==> config.mk <==
export PLATFORM = sky130hd
export DESIGN_NAME = regfile_wb_sink
export DESIGN_NICKNAME = d
export VERILOG_FILES = /design/src/rtl/rv_core_pkg.sv /design/src/rtl/reg_scoreboard.sv /design/src/rtl/regfile_wb_sink.sv
export SDC_FILE = /design/constraint.sdc
export NUM_CORES = 2
export LEC_CHECK = 0
export ABC_AREA = 1
export BUFFER_PORTS_ARGS = -buffer_cell sky130_fd_sc_hd__buf_2
export CORE_MARGIN = 2
export CORE_UTILIZATION = 57
export DETAILED_ROUTE_END_ITERATION = 12
export PLACE_DENSITY = 0.76
export SLEW_MARGIN = 20
export SYNTH_ARGS = -nofsm -noshare
export SYNTH_HDL_FRONTEND = slang
export SYNTH_SLANG_ARGS = --single-unit
export TNS_END_PERCENT = 100
==> constraint.sdc <==
create_clock -name clk -period 2.5 [get_ports clk]
set_clock_uncertainty 0.1 [all_clocks]
set_input_delay 0.25 -clock clk [delete_from_list [all_inputs] [get_ports clk]]
set_output_delay 0.25 -clock clk [all_outputs]
set_load 0.02 [all_outputs]
==> src/rtl/rv_core_pkg.sv <==
// Shared core constants and types for the register-file writeback sink.
// Optional write-through bypass is selected by the RF_BYPASS_EN macro.
package rv_core_pkg;
    localparam int XLEN_DEF     = 32;
    localparam int REG_ADDR_W   = 5;
    localparam int NUM_REGS_DEF = 32;

    typedef logic [REG_ADDR_W-1:0] reg_addr_t;
    typedef logic [XLEN_DEF-1:0]   xlen_t;
endpackage

==> src/rtl/reg_scoreboard.sv <==
// Per-register pending-write counters with sticky overflow/underflow error,
// reporting raw pending and pending==1 flags for both read ports.
module reg_scoreboard
    import rv_core_pkg::*;
#(
    parameter int NUM_REGS = NUM_REGS_DEF,
    parameter int PEND_W   = 2
) (
    input  logic      clk,
    input  logic      rst,
    input  logic      i_wb_enable,
    input  reg_addr_t i_wb_rd,
    input  logic      i_issue_valid,
    input  logic      i_issue_reg_write,
    input  reg_addr_t i_issue_rd,
    input  reg_addr_t i_rs1_addr,
    input  reg_addr_t i_rs2_addr,
    output logic      o_rs1_pend,
    output logic      o_rs1_pend_one,
    output logic      o_rs2_pend,
    output logic      o_rs2_pend_one,
    output logic      o_sb_error
);
    localparam int AW = $clog2(NUM_REGS);
    localparam logic [PEND_W-1:0] PEND_MAX = '1;
    localparam logic [PEND_W-1:0] PEND_ONE = PEND_W'(1);

    logic [PEND_W-1:0]   r_pend [NUM_REGS];
    logic                r_sb_error;
    logic [NUM_REGS-1:0] w_inc;
    logic [NUM_REGS-1:0] w_dec;
    logic [NUM_REGS-1:0] w_ovf;
    logic [NUM_REGS-1:0] w_unf;

    // x0 is excluded here so it can never count or raise an error.
    always_comb begin
        w_inc = '0;
        w_dec = '0;
        w_ovf = '0;
        w_unf = '0;
        for (int r = 0; r < NUM_REGS; r++) begin
            w_inc[r] = (r != 0) && i_issue_valid && i_issue_reg_write &&
                       (i_issue_rd == REG_ADDR_W'(r));
            w_dec[r] = (r != 0) && i_wb_enable && (i_wb_rd == REG_ADDR_W'(r));
            w_ovf[r] = w_inc[r] && !w_dec[r] && (r_pend[r] == PEND_MAX);
            w_unf[r] = w_dec[r] && !w_inc[r] && (r_pend[r] == '0);
        end
    end

    always_ff @(posedge clk) begin
        if (rst) begin
            for (int r = 0; r < NUM_REGS; r++) begin
                r_pend[r] <= '0;
            end
            r_sb_error <= 1'b0;
        end else begin
            for (int r = 0; r < NUM_REGS; r++) begin
                if (w_inc[r] && !w_dec[r] && !w_ovf[r]) begin
                    r_pend[r] <= r_pend[r] + 1'b1;
                end else if (w_dec[r] && !w_inc[r] && !w_unf[r]) begin
                    r_pend[r] <= r_pend[r] - 1'b1;
                end
            end
            if ((|w_ovf) || (|w_unf)) begin
                r_sb_error <= 1'b1;
            end
        end
    end

    assign o_rs1_pend     = (i_rs1_addr != '0) && (r_pend[i_rs1_addr[AW-1:0]] != '0);
    assign o_rs1_pend_one = (i_rs1_addr != '0) && (r_pend[i_rs1_addr[AW-1:0]] == PEND_ONE);
    assign o_rs2_pend     = (i_rs2_addr != '0) && (r_pend[i_rs2_addr[AW-1:0]] != '0);
    assign o_rs2_pend_one = (i_rs2_addr != '0) && (r_pend[i_rs2_addr[AW-1:0]] == PEND_ONE);
    assign o_sb_error     = r_sb_error;
endmodule

==> src/rtl/regfile_wb_sink.sv <==
// Architectural register file fed by writeback, with RAW hazard flags for decode.
// Define RF_BYPASS_EN to forward writeback data and resolve hazards in the wb cycle.
module regfile_wb_sink
    import rv_core_pkg::*;
#(
    parameter int XLEN     = XLEN_DEF,
    parameter int NUM_REGS = NUM_REGS_DEF,
    parameter int PEND_W   = 2
) (
    input  logic            clk,
    input  logic            rst,
    input  logic            wb_enable,
    input  reg_addr_t       wb_rd,
    input  logic [XLEN-1:0] wb_data,
    input  logic            issue_valid,
    input  logic            issue_reg_write,
    input  reg_addr_t       issue_rd,
    input  reg_addr_t       rs1_addr,
    input  reg_addr_t       rs2_addr,
    output logic [XLEN-1:0] rs1_data,
    output logic [XLEN-1:0] rs2_data,
    output logic            rs1_hazard,
    output logic            rs2_hazard,
    output logic            sb_error
);
    localparam int AW = $clog2(NUM_REGS);

    logic [XLEN-1:0] r_regs [NUM_REGS];
    logic            w_rs1_pend;
    logic            w_rs1_pend_one;
    logic            w_rs2_pend;
    logic            w_rs2_pend_one;
    logic [XLEN-1:0] w_rs1_data;
    logic [XLEN-1:0] w_rs2_data;

    reg_scoreboard #(
        .NUM_REGS (NUM_REGS),
        .PEND_W   (PEND_W)
    ) u_scoreboard (
        .clk               (clk),
        .rst               (rst),
        .i_wb_enable       (wb_enable),
        .i_wb_rd           (wb_rd),
        .i_issue_valid     (issue_valid),
        .i_issue_reg_write (issue_reg_write),
        .i_issue_rd        (issue_rd),
        .i_rs1_addr        (rs1_addr),
        .i_rs2_addr        (rs2_addr),
        .o_rs1_pend        (w_rs1_pend),
        .o_rs1_pend_one    (w_rs1_pend_one),
        .o_rs2_pend        (w_rs2_pend),
        .o_rs2_pend_one    (w_rs2_pend_one),
        .o_sb_error        (sb_error)
    );

    always_ff @(posedge clk) begin
        if (rst) begin
            for (int r = 0; r < NUM_REGS; r++) begin
                r_regs[r] <= '0;
            end
        end else if (wb_enable && (wb_rd != '0)) begin
            r_regs[wb_rd[AW-1:0]] <= wb_data;
        end
    end

`ifdef RF_BYPASS_EN
    logic w_rs1_wb_hit;
    logic w_rs2_wb_hit;

    assign w_rs1_wb_hit = wb_enable && (wb_rd != '0) && (wb_rd == rs1_addr);
    assign w_rs2_wb_hit = wb_enable && (wb_rd != '0) && (wb_rd == rs2_addr);

    always_comb begin
        w_rs1_data = '0;
        w_rs2_data = '0;
        if (rs1_addr != '0) w_rs1_data = r_regs[rs1_addr[AW-1:0]];
        if (rs2_addr != '0) w_rs2_data = r_regs[rs2_addr[AW-1:0]];
        if (w_rs1_wb_hit)   w_rs1_data = wb_data;
        if (w_rs2_wb_hit)   w_rs2_data = wb_data;
    end

    // Only the last outstanding write may clear the hazard in its own wb cycle.
    assign rs1_hazard = w_rs1_pend && !(w_rs1_pend_one && w_rs1_wb_hit);
    assign rs2_hazard = w_rs2_pend && !(w_rs2_pend_one && w_rs2_wb_hit);
`else
    logic w_unused_pend_one;

    always_comb begin
        w_rs1_data = '0;
        w_rs2_data = '0;
        if (rs1_addr != '0) w_rs1_data = r_regs[rs1_addr[AW-1:0]];
        if (rs2_addr != '0) w_rs2_data = r_regs[rs2_addr[AW-1:0]];
    end

    assign rs1_hazard        = w_rs1_pend;
    assign rs2_hazard        = w_rs2_pend;
    assign w_unused_pend_one = w_rs1_pend_one ^ w_rs2_pend_one;
`endif

    assign rs1_data = w_rs1_data;
    assign rs2_data = w_rs2_data;
endmodule

==> metrics.md <==
| Metric | Value |
|---|---|
| Status | `finished with violations` |
| Failing checks | `negative setup slack` |
| Gr ovfl total | `0` |
| Register area share after synthesis | `between 50 and 60%` |
| Vias per inst | `approximately 7` |
| CTS max path bufs | `3` |
| Maximum VDD drop | `between 500 and 600 uV` |
| Clock Latency Late Sink | `about 0.7 ns` |
| First-pass GRT wire length | `335.2 mm` |
| CP arrival | `2.34 ns` |
| Top-count cell post-synth | `nor2_1` |
| Mean Syn Cell Area | `8.664 sq um` |
| Most frequent cells after synthesis | `nor2_1 (1504), edfxtp_1 (1086), nand2_1 (873)` |
| Leak pwr | `28.52 nW` |
| Top Ports | `124` |
| Yosys top cell area share | `approximately 55%` |
| Final wirelength | `231.1 mm` |
| HPWL after detailed placement | `around 140 mm` |
| Port Buffers | `123` |
| Fin util | `approximately 70%` |
| Worst slew margin | `between 40% and 50%` |
| Tightest Pin Transition | `about 0.88 ns` |
| Fin crit period | `2.691 ns` |
| Die H | `325.4 microns` |
| Slowest CP cell | `edfxtp_1` |
| # H-tree levels | `3` |
| Synthesized area | `~59000 sq um` |
| HP Class | `primary input to flip-flop` |
| CTS tree | `done` |
| FMAX | `between 0.3 and 0.4 GHz` |
| Initial DRC Count | `11.39k` |
| Final net count | `between 7k and 8k` |
| Detail Route Antenna Nets | `0` |
| Initial antenna violation count | `0` |
| Crit path capture type | `primary output` |
| Max FO, Critical Path | `2` |
| Root buf cell | `clkbuf_16` |
| Overall Power | `about 47 mW` |
| Critical path launch point type | `flip-flop` |
| Synth area leaders | `edfxtp_1 (55%), nor2_1 (9.6%), o21ai_0 (5.6%)` |
| Die W | `approximately 330 microns` |
| Critical-path cell list | `o21ai_0 > o21ai_1 > o211ai_1 > nand3_1 > nand2_2 > nor2_4 > buf_6` |
| Largest net degree at the start of global routing | `between 70 and 80` |
| Vias in the first global route | `between 50k and 60k` |
| Tot GR Track Use | `between 40% and 50%` |
| Post-synth ARST share | `0%` |
| Synth Flop Type | `edfxtp_1` |
| Crit Path Class | `flip-flop to primary output` |
| Final setup violation count | `between 40 and 50` |
| Setup TNS | `-2.751 ns` |
| Fin crit share | `107.6%` |
| Placed cell area | `65260 sq um` |
| Antenna cells | `0` |
| Core region area | `~100000 sq um` |
| Pwr dens | `between 600 and 700 nW/um^2` |
| Clk sinks | `1087` |
| Final Wtd Congestion | `approximately 1.0` |
| Post-Syn Instances | `6796` |
| Yosys warns | `0` |
| Die area | `approximately 110000 sq um` |
| Wire per inst | `~27 microns` |
| DRC | `0` |
| FF+latch count, synth | `1087` |
| Yosys top cell by area | `edfxtp_1` |
| RSZ-0062 raised after global routing | `yes` |
| Worst-path clk slew | `around 0.06 ns` |
| Area Growth Syn to Fin | `24.23%` |
| Final instance area | `around 73000 sq um` |
| Total number of vias | `approximately 58k` |
| Post-synthesis cell type count | `41` |
| Initial core utilization | `57.63%` |
| Final Max Slew Viols | `0` |
| DRT Pass-1 Iters | `8` |
| Setup ws final | `-0.1912 ns` |
| Fillers | `7292` |
| Max Cap Viol | `0` |
| Std-Cell Rows | `roughly 120` |
| Placed insts | `8263` |
| Layout cells sized above 1 | `a little under a quarter` |
| Cts bufs inserted | `115` |
| Final Hold Viols | `0` |
| Post-Layout Cell Count | `~8.5k` |
| EDFF count, synth | `between 1k and 1.5k` |
| Critical path's largest stage delay | `between 0.4 and 0.5 ns` |
| CP required | `around 2.2 ns` |
## repair_timing
item                                    in CTS  in global routing
resized for setup                          632                509
setup buffers                               42                 38
hold buffers                                 4                  0
endpoints found under the hold margin       10                  0
endpoints found under the setup margin      65                 66
pin swaps                                  234                302
cloned                                       7                  4
## cell type report
cell class,count,area (sq um),area share (%)
Clock inverter,71,733.2,1.002
Inverter,477,1848,2.526
Timing Repair inverter,1,11.26,0.01539
Multi-Input combinational cell,4660,25120,34.35
Clock buffer,145,3075,4.204
Timing Repair Buffer,724,8016,10.96
Tap cell,1368,1712,2.340
Sequential cell,1087,32630,44.61
## report_power, final
group / switching [mW] / total [mW] / internal, mW
Sequential: 0.572 / 21.6 / 21.1
Combinational: 5.19 / 7.93 / 2.75
Clock: 7.47 / 17.6 / 10.1
Total: 13.2 / 47.2 / 33.9
## routing by layer
layer	share of wire [%]	up-vias	routed length, microns	GRT usage [%]
li1	-	24182	-	-
met1	33	26903	75370	52.95
met2	44	5826	101300	62.58
met3	16	1319	35920	10.73
met4	8.0	0	18500	29.06
met5	0	-	0	0
## per-stage QoR
| stage | hold slack (ns) | setup slack [ns] |
|---|---|---|
| after floorplan | 0.3890 | 0.01904 |
| after global routing | 0.02737 | -0.1902 |
| after CTS | 0.0004282 | -0.1625 |
| after detailed placement | 0.4598 | -0.3512 |
| final | 0.01248 | -0.1912 |
| after global placement | 0.4547 | -0.3343 |
## worst max-delay path, delay by kind of cell, from the launching register on
kind	cells	cell delay [ns]
flops	1	0.42
simple gates	3	0.39
compound gates	3	0.67
buf+inv	1	0.13
## kinds of logic after synthesis
family	share of synthesized area (%)
AND/OR/NAND/NOR	19.81
AO/OA/AOI/OAI	17.43
flip-flops	55.42
buffers and inverters	7.282
adder cells (fa/ha/maj)	0.04249
XOR/XNOR	0.01488
other	0.006369
## sequential cells by signal, summed over array words and instances, names as in the netlist
name / flops
u_scoreboard.o_sb_error: 1
u_scoreboard.r_pend: 62
r_regs: 1024
## cells in the final DEF (no fill, tap or decap), drive strengths merged, types with 32 or more instances in the layout
master,n
edfxtp,1086
conb,32
o221ai,163
o21ai,716
clkinv,54
o211ai,142
a21oi,423
nand3,324
nand2,877
o22ai,203
buf,712
or2,106
o2111ai,51
clkbuf,148
nor2,1509
inv,476
## final timing paths
path / from / endpoint / slack, ns / cells past startpoint
setup / recovery: r_regs[21][27]$_SDFFCE_PN0P_ / rs2_data[27] / -0.19 / 7
hold / removal: wb_data[14] / r_regs[18][14]$_SDFFCE_PN0P_ / 0.01 / 4
hold reg to reg: u_scoreboard.r_pend[26][0]$_SDFFCE_PP0P_ / u_scoreboard.r_pend[26][0]$_SDFFCE_PP0P_ / 0.48 / 1
setup reg to reg: u_scoreboard.r_pend[23][0]$_SDFFCE_PP0P_ / u_scoreboard.o_sb_error$_SDFFE_PP0P_ / 0.38 / 10
(Power assumes the default switching activity.)
